--- src/rtl/pipeline_hazard_controller.sv ---
// Stall/flush sequencer for the 5-stage pipeline: drives PC and inter-stage
// register enables/flushes, tracks stall/flush counts and a sticky memory timeout.
module pipeline_hazard_controller #(
  parameter int REG_ADDR_W  = 3,
  parameter int CNT_W       = 16,
  parameter int MEM_TIMEOUT = 64
) (
  input  logic                  clk,
  input  logic                  rst_n,
  input  logic [REG_ADDR_W-1:0] id_rs1,
  input  logic [REG_ADDR_W-1:0] id_rs2,
  input  logic                  id_uses_rs1,
  input  logic                  id_uses_rs2,
  input  logic                  ex_is_load,
  input  logic                  ex_reg_write,
  input  logic [REG_ADDR_W-1:0] ex_rd,
  input  logic                  ex_branch_taken,
  input  logic                  mem_req,
  input  logic                  mem_ready,
  input  logic                  wb_halt,
  input  logic                  dbg_step_mode,
  input  logic                  dbg_step,
  output logic                  pc_en,
  output logic                  if_id_en,
  output logic                  id_ex_en,
  output logic                  ex_mem_en,
  output logic                  mem_wb_en,
  output logic                  if_id_flush,
  output logic                  id_ex_flush,
  output logic                  mem_wb_bubble,
  output logic                  halted,
  output logic                  mem_timeout,
  output logic [CNT_W-1:0]      stall_cycles,
  output logic [CNT_W-1:0]      flush_count
);

  typedef enum logic [1:0] {INIT, RUN, MEM_WAIT, HALTED} state_e;

  localparam int WAIT_W = $clog2(MEM_TIMEOUT + 1);
  localparam logic [WAIT_W-1:0] WAIT_LAST = WAIT_W'(MEM_TIMEOUT - 1);
  localparam logic [WAIT_W-1:0] WAIT_MAX  = WAIT_W'(MEM_TIMEOUT);

  state_e             state_q, state_d;
  logic [CNT_W-1:0]   stall_q, stall_d;
  logic [CNT_W-1:0]   flush_q, flush_d;
  logic [WAIT_W-1:0]  wait_q, wait_d;
  logic               timeout_q, timeout_d;

  logic active, mem_stall, step_freeze, load_use, rs1_hit, rs2_hit;
  logic stall_inc, flush_inc;

  assign active      = (state_q == RUN) || (state_q == MEM_WAIT);
  assign mem_stall   = mem_req & ~mem_ready;
  assign step_freeze = dbg_step_mode & ~dbg_step;
  assign rs1_hit     = id_uses_rs1 & (id_rs1 == ex_rd);
  assign rs2_hit     = id_uses_rs2 & (id_rs2 == ex_rd);
  assign load_use    = ex_is_load & ex_reg_write & (ex_rd != '0) & (rs1_hit | rs2_hit);

  always_comb begin
    state_d       = state_q;
    pc_en         = 1'b0;
    if_id_en      = 1'b0;
    id_ex_en      = 1'b0;
    ex_mem_en     = 1'b0;
    mem_wb_en     = 1'b0;
    if_id_flush   = 1'b0;
    id_ex_flush   = 1'b0;
    mem_wb_bubble = 1'b0;
    halted        = 1'b0;
    stall_inc     = 1'b0;
    flush_inc     = 1'b0;
    unique case (state_q)
      INIT: begin
        if_id_flush   = 1'b1;
        id_ex_flush   = 1'b1;
        mem_wb_bubble = 1'b1;
        state_d       = RUN;
      end
      HALTED: halted = 1'b1;
      default: begin
        if (mem_stall) begin
          mem_wb_en     = 1'b1;
          mem_wb_bubble = 1'b1;
          stall_inc     = 1'b1;
          state_d       = MEM_WAIT;
        end else begin
          // halt only takes effect once memory is not holding the pipe
          state_d = wb_halt ? HALTED : RUN;
          if (!step_freeze) begin
            pc_en     = 1'b1;
            if_id_en  = 1'b1;
            id_ex_en  = 1'b1;
            ex_mem_en = 1'b1;
            mem_wb_en = 1'b1;
            if (ex_branch_taken) begin
              if_id_flush = 1'b1;
              id_ex_flush = 1'b1;
              flush_inc   = 1'b1;
            end else if (load_use) begin
              pc_en       = 1'b0;
              if_id_en    = 1'b0;
              id_ex_flush = 1'b1;
              stall_inc   = 1'b1;
            end
          end
        end
      end
    endcase
  end

  always_comb begin
    stall_d   = (stall_inc && stall_q != '1) ? stall_q + 1'b1 : stall_q;
    flush_d   = (flush_inc && flush_q != '1) ? flush_q + 1'b1 : flush_q;
    wait_d    = '0;
    timeout_d = timeout_q;
    if (active && mem_stall) begin
      wait_d = (wait_q == WAIT_MAX) ? wait_q : wait_q + 1'b1;
      if (wait_q == WAIT_LAST) timeout_d = 1'b1;
    end
  end

  always_ff @(posedge clk or negedge rst_n) begin
    if (!rst_n) begin
      state_q   <= INIT;
      stall_q   <= '0;
      flush_q   <= '0;
      wait_q    <= '0;
      timeout_q <= 1'b0;
    end else begin
      state_q   <= state_d;
      stall_q   <= stall_d;
      flush_q   <= flush_d;
      wait_q    <= wait_d;
      timeout_q <= timeout_d;
    end
  end

  assign stall_cycles = stall_q;
  assign flush_count  = flush_q;
  assign mem_timeout  = timeout_q;

endmodule

--- config.mk ---
export PLATFORM = sky130hd
export DESIGN_NAME = pipeline_hazard_controller
export DESIGN_NICKNAME = d
export VERILOG_FILES = /design/src/rtl/pipeline_hazard_controller.sv
export SDC_FILE = /design/constraint.sdc
export NUM_CORES = 1
export LEC_CHECK = 0
export CAP_MARGIN = 40
export CORE_MARGIN = 2
export CORE_UTILIZATION = 50
export CTS_BUF_LIST = sky130_fd_sc_hd__clkbuf_4 sky130_fd_sc_hd__clkbuf_8
export DETAILED_ROUTE_END_ITERATION = 6
export PLACE_DENSITY = 0.93
export RECOVER_POWER = 50
export SETUP_SLACK_MARGIN = 0.05
export SLEW_MARGIN = 0
export SYNTH_ARGS = -nofsm -noshare
export SYNTH_HDL_FRONTEND = slang
export SYNTH_SLANG_ARGS = --single-unit
--- constraint.sdc ---
create_clock -name clk -period 2.7 [get_ports clk]
set_clock_uncertainty 0.05 [all_clocks]
set_input_delay 0.405 -clock clk [delete_from_list [all_inputs] [get_ports clk]]
set_output_delay 0.405 -clock clk [all_outputs]
set_load 0.01 [all_outputs]
**Word level (Yosys, flattened, before mapping)**

Cells that the tools add are included.

- Equality and inequality tests: 10
- Add/subtract/negate cells: 3
- Reduce and logical (&&, ||, !) cells: 8
- Mux-type cells: 32
- Bitwise logic cells: 10

Operators by type and width:

| cell | count |
|---|---|
| $add A16 B1 Y16 const B | 2 |
| $ne A16 B16 Y1 const B | 2 |
| $mux W1 | 24 |
| $mux W7 | 2 |
| $add A7 B1 Y7 const B | 1 |
| $and A1 B1 Y1 | 7 |
| $eq A7 B6 Y1 const B | 1 |
| $eq A7 B7 Y1 const B | 1 |
| $eq A3 B3 Y1 | 2 |
| $pmux W1 S2 | 3 |
| $eq A2 B2 Y1 const B | 2 |
| $mux W2 | 2 |
| $pmux W2 S2 | 1 |
| $logic_and A1 B1 Y1 | 3 |
| $reduce_bool A3 Y1 | 1 |
| $eq A2 B1 Y1 const B | 1 |
| $logic_not A2 Y1 | 1 |
| $ne A2 B2 Y1 const B | 1 |
| $not A1 Y1 | 2 |
| $reduce_and A2 Y1 | 1 |
| $reduce_or A2 Y1 | 1 |
| $logic_or A1 B1 Y1 | 1 |
| $or A1 B1 Y1 | 1 |

- Bits in registers: 42
- Input bits: 21
- Logic and storage cells: 68

**Longest topological paths before layout**

- Word-level depth: 10
- Mapped depth: 8

**Worst setup path after synthesis**

Ideal clock, no wire load.

- Path type: flip-flop to flip-flop
- Start: register stall_q[0] (netlist: stall_cycles[0])
- End: register stall_q[1] (netlist: stall_cycles[1])
- Stages on the path, launching flop included: 8
- Period minus slack after synthesis: 1.891 ns
- Path slack: 0.809 ns
- Arrival: 1.713 ns
- Data required time: 2.522 ns
- Cell sequence: dfrtp_1 ha_1 nand3_1 nor2_1 a22o_1 a21o_1 buf_6 mux2_1

- Word-level cells in the longest chain between the ends: 2

RTL lines:

| item | RTL line | text |
|---|---|---|
| start: declaration | 44 | `logic [CNT_W-1:0] stall_q, stall_d;` |
| start signal: assignment | 131 | `stall_q <= stall_d;` |
| branches (longest 2 deep; another with $add A16 B1 Y16) | n/a |  |

Several ways; the timed one is not identified.
A chain may end at the register's enable or synchronous reset.

**Final worst setup path**

- Start: input port mem_req
- End: output port mem_wb_en

- Word-level cells in the longest chain between the ends: 3

RTL lines:

| item | RTL line | text |
|---|---|---|
| start: declaration | 18 | `input logic mem_req,` |
| $and A1 B1 Y1 | 53 | `assign mem_stall = mem_req & ~mem_ready;` |
| $mux W1 | 81 | `if (mem_stall) begin` |
| $mux W1 | 72 | `unique case (state_q)` |
| end: declaration | 27 | `output logic mem_wb_en,` |

Every way passes these cells.

==> impl_results.md <==
- CTS tree: yes
- Max_cap viols: 0
- Worst r2r src: state_q[0]$_DFFE_PN0N_
- GPL Wtd Cong: 0.7936
- Reg2reg path depth: 7
- Final instance area: 2993 µm²
- Total routed wirelength: 5054 µm
- CTS Sinks: 42
- Die Ht: 70.03 µm
- Post-synthesis cell type count: 40
- Synth top area cells: dfrtp_1, xnor2_1, xor2_1, nor2_1, ha_1
- Starting density of the core: 51.12%
- Worst Setup Slack post-DPL: -0.1956 ns
- Hold Crit Depth: 2
- Core area: 4264 µm²
- Yosys warns: 0
- ANT cells: 0
- Worst skew pair latency: 0.29 ns
- Unrepaired setup endpoints after global routing: true
- Mean area per synthesized cell: 10.04 µm²
- Hold endpoint: mem_timeout$_DFFE_PN0P_
- Min-delay src: mem_timeout$_DFFE_PN0P_
- Vias: 1865
- Syn Nets: 244
- Ys async rst share: 100.0%
- Critical Path AT: 2.06 ns
- Drt via density: 5.406
- Share of the synthesized area in the top cell type: 48.22%
- LEAKAGE: 1.427 nW
- Critical Path RT: 2.25 ns
- Fill cells: 339
- CP Launch Type: primary input
- Grt total ovfl: 0
- DRT antenna net count: 0
- Status: complete, no violations
- Die area: 4904 µm²
- Max FO, Critical Path: 6
- Reg clk slew, reported paths: 0.08 ns
- Synthesized instance count: 217
- WL per Instance: 14.65 µm
- Type of the worst setup path: in -> out
- # setup viols final: 0
- Period Utilization, post-route: 93.10%
- Cell Count, Final, Fillers Out: 345
- P&R area growth vs syn: 37.31%
- Largest stage delay on the critical path: 0.53 ns
- Final Core Density: 70.19%
- Post-DP HPWL: 3845 µm
- HP Class: reg -> reg
- Max rail drop VDD: 0.0002856 V
- EDFF count, synth: 0
- Fmax: 397.8 MHz
- Die Wd: 70.03 µm
- Num CTS Buffers: 5
- Cell area after synthesis: 2180 µm²
- Placed insts: 337
- Largest area contributor in the netlist: dfrtp_1
- Final TNS setup: 0 ns
- Initial antenna violation count: 0
- Top cells by count, synth: dfrtp_1, nor2_1, xnor2_1, nand2_1, xor2_1
- Fin worst setup slack: 0.1863 ns
- Pwr Density: 357.9 nW/µm²
- DRT Pass-1 Iters: 4
- CTS H-tree lvls: 2
- Final nets: 320
- I/O Buffers: 62
- Cell breakdown of the critical path: clkdlybuf4s50_1 -> nor2b_1 -> nand2_1 -> nand2_1 -> clkdlybuf4s50_1
- GR Util All Layers: 22.08%
- Worst-path cell with the longest stage delay: clkdlybuf4s50_1
- Top_reg_cell synth: dfrtp_1
- Worst-Margin Slew: 0.7636 ns
- Yosys reg bits: 42
- R2r endpoint: stall_cycles[1]$_DFFE_PN0P_
- Hold Slack: 0.4278 ns
- Final slew viol count: 0
- Share of cells above drive strength 1: 7.509%
- CP Capture Type: primary output
- Deepest clock path buffer count: 2
- First-pass GRT wire length: 8542 µm
- 1st-iter DRT viols: 85
- Register area share after synthesis: 48.22%
- Max-slew headroom: 49.09%
- DR DRC count: 0
- Root Driver: clkbuf_8
- Setup Fix Bufs, Post-CTS: 0
- Vias in the first global route: 1838
- PnR Total Power: 1.071 mW
- # IOs: 63
- Hold Vio Cnt, Final: 0
- Rows: 24
- R2R setup slack: 0.53 ns
- Final Critical Period: 2.514 ns
- Largest net degree at the start of global routing: 30
- Leading cell type by number of instances after synthesis: dfrtp_1
- Area of placed instances: 2918 µm²
timing repair:
| item | CTS | global route |
|---|---|---|
| setup endpoints to repair | 3 | 1 |
| pin swaps | 1 | 1 |
| hold buffers | 1 | 0 |
| resized for setup | 6 | 3 |
| endpoints found under the hold margin | 13 | 0 |
flip-flops by register name, summed over array words and instances (netlist names):
signal        cells
state_q           2
wait_q            7
mem_timeout       1
stall_cycles     16
flush_count      16
worst max-delay path: cells and delay by family:
kind                   cells  cell delay (ns)
buffers and inverters      2             0.99
and+or+nand+nor            3             0.66
layer usage:
layer / vias to the layer above / global-route usage (%) / part of all wire (%) / wire (µm)
met5: - / 0 / 0 / 0
met4: 0 / 7.479 / 1.7 / 85
met3: 7 / 6.061 / 6.9 / 348
met2: 67 / 36.08 / 48 / 2424
met1: 898 / 28.45 / 43 / 2196
li1: 893 / - / - / -
worst max-delay path by stage:
stage | from | to | slack [ns] | cells after the start
finish | mem_req | mem_wb_en | 0.19 | 5
global route | mem_req | mem_wb_en | 0.02 | 5
global placement | ex_rd[1] | pc_en | -0.12 | 7
detailed placement | ex_rd[1] | pc_en | -0.20 | 7
CTS | ex_rd[1] | pc_en | 0.02 | 7
floorplan | stall_cycles[0]$_DFFE_PN0P_ | stall_cycles[1]$_DFFE_PN0P_ | 0.81 | 7
where the power goes:
part / switching, mW / internal (mW) / leakage, nW
logic: 0.0277 / 0.0349 / 0.833
clock network: 0.206 / 0.174 / 0.0438
registers: 0 / 0.628 / 0.550
cell usage in the layout (no fill, tap or decap), types with 2 or more instances in the layout:
cell type | netlist | routed
a21oi_1 | 3 | 3
a31oi_1 | 5 | 5
and3_1 | 9 | 9
and4_1 | 3 | 3
buf_4 | 2 | 8
clkbuf_1 | 1 | 2
clkbuf_8 | 0 | 5
clkdlybuf4s50_1 | 0 | 42
clkinv_2 | 0 | 2
dfrtp_1 | 42 | 42
dlygate4sd2_1 | 0 | 4
dlygate4sd3_1 | 0 | 14
dlymetal6s2s_1 | 0 | 2
ha_1 | 6 | 6
inv_1 | 11 | 11
mux2_1 | 3 | 3
nand2_1 | 20 | 20
nand2b_1 | 2 | 2
nand3_1 | 12 | 12
nand4_1 | 2 | 2
nand4b_1 | 2 | 2
nor2_1 | 25 | 24
nor2b_1 | 2 | 2
nor3_1 | 5 | 5
nor3_2 | 2 | 2
o21ai_0 | 3 | 2
o31ai_1 | 2 | 2
or3_1 | 4 | 4
xnor2_1 | 22 | 22
xor2_1 | 13 | 13
logic make-up (layout without fill, tap and decap cells):
logic type	Yosys count	after routing	synth area share [%]
xor+xnor	35	35	14.06
mux	4	4	2.066
fa+ha+maj	6	6	3.444
simple gates	93	93	22.16
flops	42	42	48.22
buf+inv	15	91	3.272
compound gates	22	22	6.774
area by class of cell:
| class | instances | area (µm²) | area share [%] |
|---|---|---|---|
| tap | 52 | 65.06 | 2.174 |
| clock inverter | 2 | 10.01 | 0.3344 |
| sequential | 42 | 1051 | 35.12 |
| inverter | 11 | 41.29 | 1.380 |
| clock buffer | 5 | 68.82 | 2.299 |
| multi-input combinational | 160 | 1064 | 35.54 |
| timing repair buffer | 73 | 693.2 | 23.16 |
Power figures use the tool's default switching activity.
